--- src/rtl/adc_spi_responder.sv ---
// SPI target emulating an 8-channel 12-bit serial ADC. It oversamples sclk/cs/din on clk,
// decodes the 3-bit channel address, and returns the channel selected in the previous frame.
//
//  state  | meaning
//  IDLE   | cs high: bit counter held at 0, dout driven 0
//  ACTIVE | cs low: counting sclk cycles, decoding the address, shifting the sample out
module adc_spi_responder #(
    parameter int DW  = 12,
    parameter int NCH = 8
) (
    input  logic                   clk,
    input  logic                   Reset,
    input  logic                   sclk,
    input  logic                   cs,
    input  logic                   din,
    input  logic [NCH*DW-1:0]      ch_data,
    output logic                   dout,
    output logic                   frame_done,
    output logic [$clog2(NCH)-1:0] last_addr,
    output logic [DW-1:0]          last_sample,
    output logic                   frame_err
);
    localparam int         AW       = $clog2(NCH);
    localparam logic [4:0] LAST_BIT = 5'(DW + 4);

    typedef enum logic {IDLE, ACTIVE} state_t;

    state_t          state_q, state_d;
    logic [2:0]      sclk_sync_q, sclk_sync_d;
    logic [2:0]      cs_sync_q, cs_sync_d;
    logic [2:0]      din_sync_q, din_sync_d;
    logic            rise_q, rise_d;
    logic            fall_q, fall_d;
    logic            cs_fall_q, cs_fall_d;
    logic            cs_rise_q, cs_rise_d;
    logic [4:0]      bitn_q, bitn_d;
    logic            rise16_q, rise16_d;
    logic [AW-1:0]   pend_addr_q, pend_addr_d;
    logic [AW-1:0]   act_addr_q, act_addr_d;
    logic [DW-1:0]   shreg_q, shreg_d;
    logic            dout_q, dout_d;
    logic            frame_done_q, frame_done_d;
    logic            frame_err_q, frame_err_d;
    logic [AW-1:0]   last_addr_q, last_addr_d;
    logic [DW-1:0]   last_sample_q, last_sample_d;
    logic [4:0]      next_bitn;
    logic [3:0]      sh_idx;

    always_comb begin
        state_d       = state_q;
        bitn_d        = bitn_q;
        rise16_d      = rise16_q;
        pend_addr_d   = pend_addr_q;
        act_addr_d    = act_addr_q;
        shreg_d       = shreg_q;
        dout_d        = dout_q;
        frame_done_d  = 1'b0;
        frame_err_d   = 1'b0;
        last_addr_d   = last_addr_q;
        last_sample_d = last_sample_q;

        // [0],[1] synchronise; [2] is the previous value for edge detection
        sclk_sync_d = {sclk_sync_q[1:0], sclk};
        cs_sync_d   = {cs_sync_q[1:0], cs};
        din_sync_d  = {din_sync_q[1:0], din};
        rise_d      =  sclk_sync_q[1] & ~sclk_sync_q[2];
        fall_d      = ~sclk_sync_q[1] &  sclk_sync_q[2];
        cs_fall_d   = ~cs_sync_q[1]   &  cs_sync_q[2];
        cs_rise_d   =  cs_sync_q[1]   & ~cs_sync_q[2];

        next_bitn = (bitn_q == LAST_BIT) ? 5'd1 : bitn_q + 5'd1;
        sh_idx    = 4'(LAST_BIT - next_bitn);

        case (state_q)
            IDLE: begin
                bitn_d   = 5'd0;
                dout_d   = 1'b0;
                rise16_d = 1'b0;
                if (cs_fall_q) begin
                    state_d = ACTIVE;
                    if (fall_q) bitn_d = 5'd1;
                end
            end
            ACTIVE: begin
                if (cs_rise_q) begin
                    state_d = IDLE;
                    bitn_d  = 5'd0;
                    dout_d  = 1'b0;
                    // rise16 is clear from the cycle-16 fall until its rising edge
                    if (bitn_q != 5'd0 && !rise16_q) frame_err_d = 1'b1;
                end else if (fall_q) begin
                    bitn_d   = next_bitn;
                    rise16_d = 1'b0;
                    if (next_bitn == 5'd4) shreg_d = ch_data[int'(act_addr_q)*DW +: DW];
                    dout_d = (next_bitn >= 5'd5) ? shreg_q[sh_idx] : 1'b0;
                end else if (rise_q) begin
                    if (bitn_q >= 5'd3 && int'(bitn_q) < 3 + AW) begin
                        pend_addr_d[AW-1-(int'(bitn_q)-3)] = din_sync_q[2];
                    end else if (bitn_q == LAST_BIT && !rise16_q) begin
                        rise16_d      = 1'b1;
                        frame_done_d  = 1'b1;
                        act_addr_d    = pend_addr_q;
                        last_addr_d   = pend_addr_q;
                        last_sample_d = shreg_q;
                    end
                end
            end
            default: state_d = IDLE;
        endcase
    end

    always_ff @(posedge clk) begin
        if (Reset) begin
            state_q       <= IDLE;
            sclk_sync_q   <= '0;
            cs_sync_q     <= '0;
            din_sync_q    <= '0;
            rise_q        <= 1'b0;
            fall_q        <= 1'b0;
            cs_fall_q     <= 1'b0;
            cs_rise_q     <= 1'b0;
            bitn_q        <= '0;
            rise16_q      <= 1'b0;
            pend_addr_q   <= '0;
            act_addr_q    <= '0;
            shreg_q       <= '0;
            dout_q        <= 1'b0;
            frame_done_q  <= 1'b0;
            frame_err_q   <= 1'b0;
            last_addr_q   <= '0;
            last_sample_q <= '0;
        end else begin
            state_q       <= state_d;
            sclk_sync_q   <= sclk_sync_d;
            cs_sync_q     <= cs_sync_d;
            din_sync_q    <= din_sync_d;
            rise_q        <= rise_d;
            fall_q        <= fall_d;
            cs_fall_q     <= cs_fall_d;
            cs_rise_q     <= cs_rise_d;
            bitn_q        <= bitn_d;
            rise16_q      <= rise16_d;
            pend_addr_q   <= pend_addr_d;
            act_addr_q    <= act_addr_d;
            shreg_q       <= shreg_d;
            dout_q        <= dout_d;
            frame_done_q  <= frame_done_d;
            frame_err_q   <= frame_err_d;
            last_addr_q   <= last_addr_d;
            last_sample_q <= last_sample_d;
        end
    end

    assign dout        = dout_q;
    assign frame_done  = frame_done_q;
    assign frame_err   = frame_err_q;
    assign last_addr   = last_addr_q;
    assign last_sample = last_sample_q;

endmodule

--- config.mk ---
export PLATFORM = sky130hd
export DESIGN_NAME = adc_spi_responder
export DESIGN_NICKNAME = d
export VERILOG_FILES = /design/src/rtl/adc_spi_responder.sv
export SDC_FILE = /design/constraint.sdc
export NUM_CORES = 1
export LEC_CHECK = 0
export ABC_AREA = 1
export CAP_MARGIN = 0
export CORE_UTILIZATION = 40
export DETAILED_ROUTE_END_ITERATION = 6
export DONT_BUFFER_PORTS = 1
export PLACE_DENSITY_LB_ADDON = 0.1
export SLEW_MARGIN = 10
export SYNTH_ARGS = -nofsm -noshare
export SYNTH_HDL_FRONTEND = slang
export SYNTH_SLANG_ARGS = --single-unit
--- constraint.sdc ---
create_clock -name clk -period 3.1 [get_ports clk]
set_clock_uncertainty 0.05 [all_clocks]
set_input_delay 0.93 -clock clk [delete_from_list [all_inputs] [get_ports clk]]
set_output_delay 0.93 -clock clk [all_outputs]
set_load 0.02 [all_outputs]
* Yosys cells after proc, flatten, opt, wreduce, memory -nomap -nowiden
Index checks and enable logic that the tools add are counted.
Storage, ports and cells: flip-flop bits (word level) 53, bits of input ports 101, word-level logic and storage cells 87
Cells by class: muxes and demuxes 26, multipliers 1, reductions and logical operators 12, add/sub/neg operators 4, magnitude comparators 6, eq/ne operators 7, bitwise operators 13, shifts and indexed selects 1
Operator list (count):
- $shiftx 96x8->12 | 1
- $mux 1 | 16
- $mux 5 | 3
- $pmux 5 s2 | 1
- $ne 3x1->1 const B | 3
- $not 1->1 | 9
- $reduce_and 4->1 | 2
- $ge 7x1->1 const B | 1
- $lt 7x4->1 const B | 1
- $sub 3x6->7 const A | 1
- $pmux 1 s2 | 3
- $reduce_and 6->1 | 1
- $reduce_or 6->1 | 1
- $sub 5x2->6 const B | 1
- $add 5x1->5 const B | 1
- $eq 5x3->1 const B | 1
- $eq 5x5->1 const B | 1
- $ge 5x2->1 const B | 1
- $ge 5x3->1 const B | 1
- $lt 4x5->1 const B | 1
- $lt 5x3->1 const B | 1
- $mul 3x2->5 const B | 1
- $reduce_and 5->1 | 1
- $reduce_bool 5->1 | 1
- 10 further kinds | 16

* Logic depth before layout (Yosys ltp)
depth after elaboration 9, mapped depth 15

* Worst setup path after synthesis
OpenSTA, ideal clock, no wires.
path kind register -> register, from register bitn_q[0], to register shreg_q[10], clock period less this slack 2441 ps, cell stages (with the launch flop) 15, path slack 659 ps, arrival time 2275 ps, data required time 2934 ps, cell sequence dfxtp_1 -> buf_2 -> inv_1 -> ha_1 -> nand3_2 -> buf_4 -> nand2_4 -> inv_1 -> ha_1 -> inv_1 -> nor4_4 -> inv_2 -> buf_6 -> nor2_1 -> nor2_1
Between the ends: word-level cells in the longest chain between the ends 4, elaborated cells on any way between the ends 5, classes of those cells add/sub (1); eq/ne (2); mux (1); reduce/logical (1)
Ends and longest elaborated chain:
- from (decl) | line 36 | logic [4:0] bitn_q, bitn_d;
- from (signal assigned) | line 141 | bitn_q <= bitn_d;
- $add 5x1->5 or $eq 5x5->1 (tied branches) | line 71 | next_bitn = (bitn_q == LAST_BIT) ? 5'd1 : bitn_q + 5'd1;
- $mux 5 (*) | line 71
- $eq 5x3->1 (*) | line 94 | if (next_bitn == 5'd4) shreg_d = ch_data[int'(act_addr_q)*DW +: DW];
- $reduce_and 4->1 (no source line) (*)
- to (signal assigned) | line 145 | shreg_q <= shreg_d;
- to (decl) | line 40 | logic [DW-1:0] shreg_q, shreg_d;
Mark *: on every way between the ends. The rest lies on a longest branch, timed or not. A chain may end at the register's enable or synchronous reset.

* Worst setup path after layout
from register bitn_q[1], to register shreg_q[4]
Same word-level chain as after synthesis.

==> impl_metrics.json <==
{
  "use_met1_pct": 26.6,
  "fillerInstances": 861,
  "drc_errors": 0,
  "setup_viol": 0,
  "power_leakage_nw": 1.40,
  "path_cells": "inv_1 > ha_1 > nand3_2 > nand2_4 > inv_1 > ha_1 > inv_1 > nor4_4 > buf_4 > o21ai_0 > nor2_1",
  "final_common_cell": "nor2_1",
  "synthMuxAreaShare_pct": 0,
  "groute.usage.overall_pct": 20.3,
  "tns_ns": 0,
  "grt-ovfl-total": 0,
  "layout_common_cells": "nor2_1 (128), nand2_1 (82), o21ai_0 (78)",
  "nets": 600,
  "cp_data_arrival_time_ns": 2.56,
  "grt_use_met2_pct": 34.0,
  "synth_area_um2": 3170,
  "row_count": 32,
  "initial_core_util_pct": 41.2,
  "period_share_pct": 76.6,
  "synth_area_per_cell_um2": 6.26,
  "dieArea_um2": 8270,
  "ys_seq_elements": 53,
  "synth_top_area_cell": "dfxtp_1",
  "syn2layout_area_growth_pct": 3.99,
  "crit_slowest_cell": "dfxtp_1",
  "yosysUniqueCellTypes": 28,
  "crit_buf_inv": 4,
  "synth_xor_xnor_area_share_pct": 0.553,
  "drt_iter0_drc": 175,
  "fp.coreArea_um2": 7690,
  "cpLargestDelayFamily": "simple AND/OR/NAND/NOR gates",
  "yosysWarningCount": 0,
  "via_count": 3107,
  "drt_pass1_iterations": 4,
  "cts.sinks": 53,
  "ios": 119,
  "timing.final.crit_period_ns": 2.37,
  "syn_nets": 616,
  "antenna_found_initial": 0,
  "synth_compound_area_share_pct": 19.7,
  "cts_setup_buffers": 0,
  "die_x_um": 91.0,
  "cap_violations": 0,
  "wire_per_inst_um": 13.8,
  "rsz0062_at_grt": "false",
  "routed_wl_um": 8190,
  "synth_top_family_by_area": "simple AND/OR/NAND/NOR gates",
  "grt_pass1_wl_um": 13600,
  "dp_hpwl_um": 6160,
  "yosys.area_share.simple_pct": 33.3,
  "max_freq_mhz": 421,
  "tightest_slew_ns": 0.707,
  "grt_util_met3_pct": 4.52,
  "cts_tree": "done",
  "diodes": 0,
  "p_per_area_nw_per_um2": 346,
  "cpMostUsedCell": "inv_1",
  "seq_area_frac_synth_pct": 33.5,
  "drv_slew": 0,
  "root_buffer": "clkbuf_8",
  "die_h_um": 91.0,
  "top_usage_layer": "met2",
  "viasPerCell": 5.25,
  "crit_required_ns": 3.29,
  "cts_buffers": 5,
  "cts_htree_levels": 2,
  "dp_cells": 585,
  "crit_path_max_incr_delay_ns": 0.46,
  "hp-class": "flop to flop",
  "synth_fa_ha_area_share_pct": 3.56,
  "cts_resized": 0,
  "outcome": "finished clean",
  "hold_viol": 0,
  "path_clk_slew_ns": 0.09,
  "grt_max_degree": 50,
  "slew_headroom_pct": 52.8,
  "drive_gt1_share_pct": 5.51,
  "power.total_mw": 1.14,
  "cp-end-kind": "flop",
  "clockBufferDepth": 2,
  "clk_latency_ns": 0.31,
  "portBuffers": 0,
  "holdBufCountCts": 0,
  "synth_top_area_share_pct": 33.5,
  "grt_pass1_vias": 2888,
  "crit_path_start_kind": "flop",
  "synthCells": 506,
  "worst-path-max-fanout": 15,
  "irDropWorstVdd_mv": 0.233,
  "finalNonFillerCells": 592,
  "path_class": "flop to flop",
  "rrSetupSlack_ns": 0.73,
  "yosys-top-cells-area": "dfxtp_1 (34%), nor2_1 (15%), o21ai_0 (12%)",
  "antenna_left": 0,
  "place.gp.congestion": 0.830
}
## worst register-to-register path: stages, from the launching register on
cell	delay, ns
dfxtp_1	0.46
inv_1	0.09
ha_1	0.22
nand3_2	0.26
nand2_4	0.13
inv_1	0.09
ha_1	0.16
inv_1	0.08
nor4_4	0.34
buf_4	0.22
o21ai_0	0.08
nor2_1	0.13
## sequential cells by signal, summed over array words and instances, names as in the netlist, 3 cells and up
register and count:
cs_sync_q 3, sclk_sync_q 3, din_sync_q 3, last_sample 12
last_addr 3, pend_addr_q 3, bitn_q 5, shreg_q 12
## metrics by stage
stage / hold slack [ns] / cell area [um^2] / setup WS, ns / utilization [%]
finish: 0.356 / 3290 / 0.726 / 42.8
global route: 0.381 / 3290 / 0.444 / 42.8
CTS: 0.358 / 3290 / 0.725 / 42.8
detailed placement: 0.345 / 3200 / 0.737 / 41.7
global placement: 0.346 / 3200 / 0.830 / 41.7
floorplan: 0.338 / 3170 / 0.659 / -
## logic make-up (layout without fill, tap and decap cells)
kind of cell / Yosys count / count (layout)
adder cells (fa/ha/maj): 9 / 9
buffers and inverters: 71 / 55
AO/OA/AOI/OAI: 118 / 118
XOR/XNOR: 2 / 2
AND/OR/NAND/NOR: 253 / 253
flip-flops: 53 / 53
## per-layer routing
layer,up-vias,part of all wire [%]
li1,1605,-
met1,1403,45
met2,93,48
met3,6,6.4
met4,0,0.72
met5,-,0
## synth_stat cells, drive strengths merged
cell	count
nor2	131
nand2	86
o21ai	78
dfxtp	53
inv	41
nand3	29
o22ai	24
clkbuf	19
a21oi	15
buf	10
ha	9
nor3	3
nand3b	2
nor4	2
xor2	2
a2111oi	1
clkinv	1
## report_power, final
| group | leakage [nW] | total (mW) | switching (mW) | internal (mW) |
|---|---|---|---|---|
| combinational | 0.927 | 0.0461 | 0.0286 | 0.0175 |
| sequential | 0.429 | 0.688 | 0.00222 | 0.686 |
| clock | 0.0433 | 0.404 | 0.226 | 0.177 |
| total | 1.40 | 1.14 | 0.257 | 0.881 |
## layout make-up
cell class / instances / area, um^2 / share of cell area, %
sequential: 53 / 1060 / 32.2
clock inverter: 1 / 7.51 / 0.228
multi-input combinational: 382 / 1810 / 55.0
tap: 102 / 128 / 3.88
timing repair buffer: 6 / 45.0 / 1.37
clock buffer: 6 / 82.6 / 2.51
inverter: 42 / 159 / 4.83
## final timing paths
| check | start | end | cells past startpoint |
|---|---|---|---|
| max | bitn_q[1] | shreg_q[4] | 11 |
| min reg2reg | din_sync_q[0] | din_sync_q[1] | 2 |
| min | din_sync_q[0] | din_sync_q[1] | 2 |
| max reg2reg | bitn_q[1] | shreg_q[4] | 11 |
Note: power is estimated with default switching activity, not from simulation.
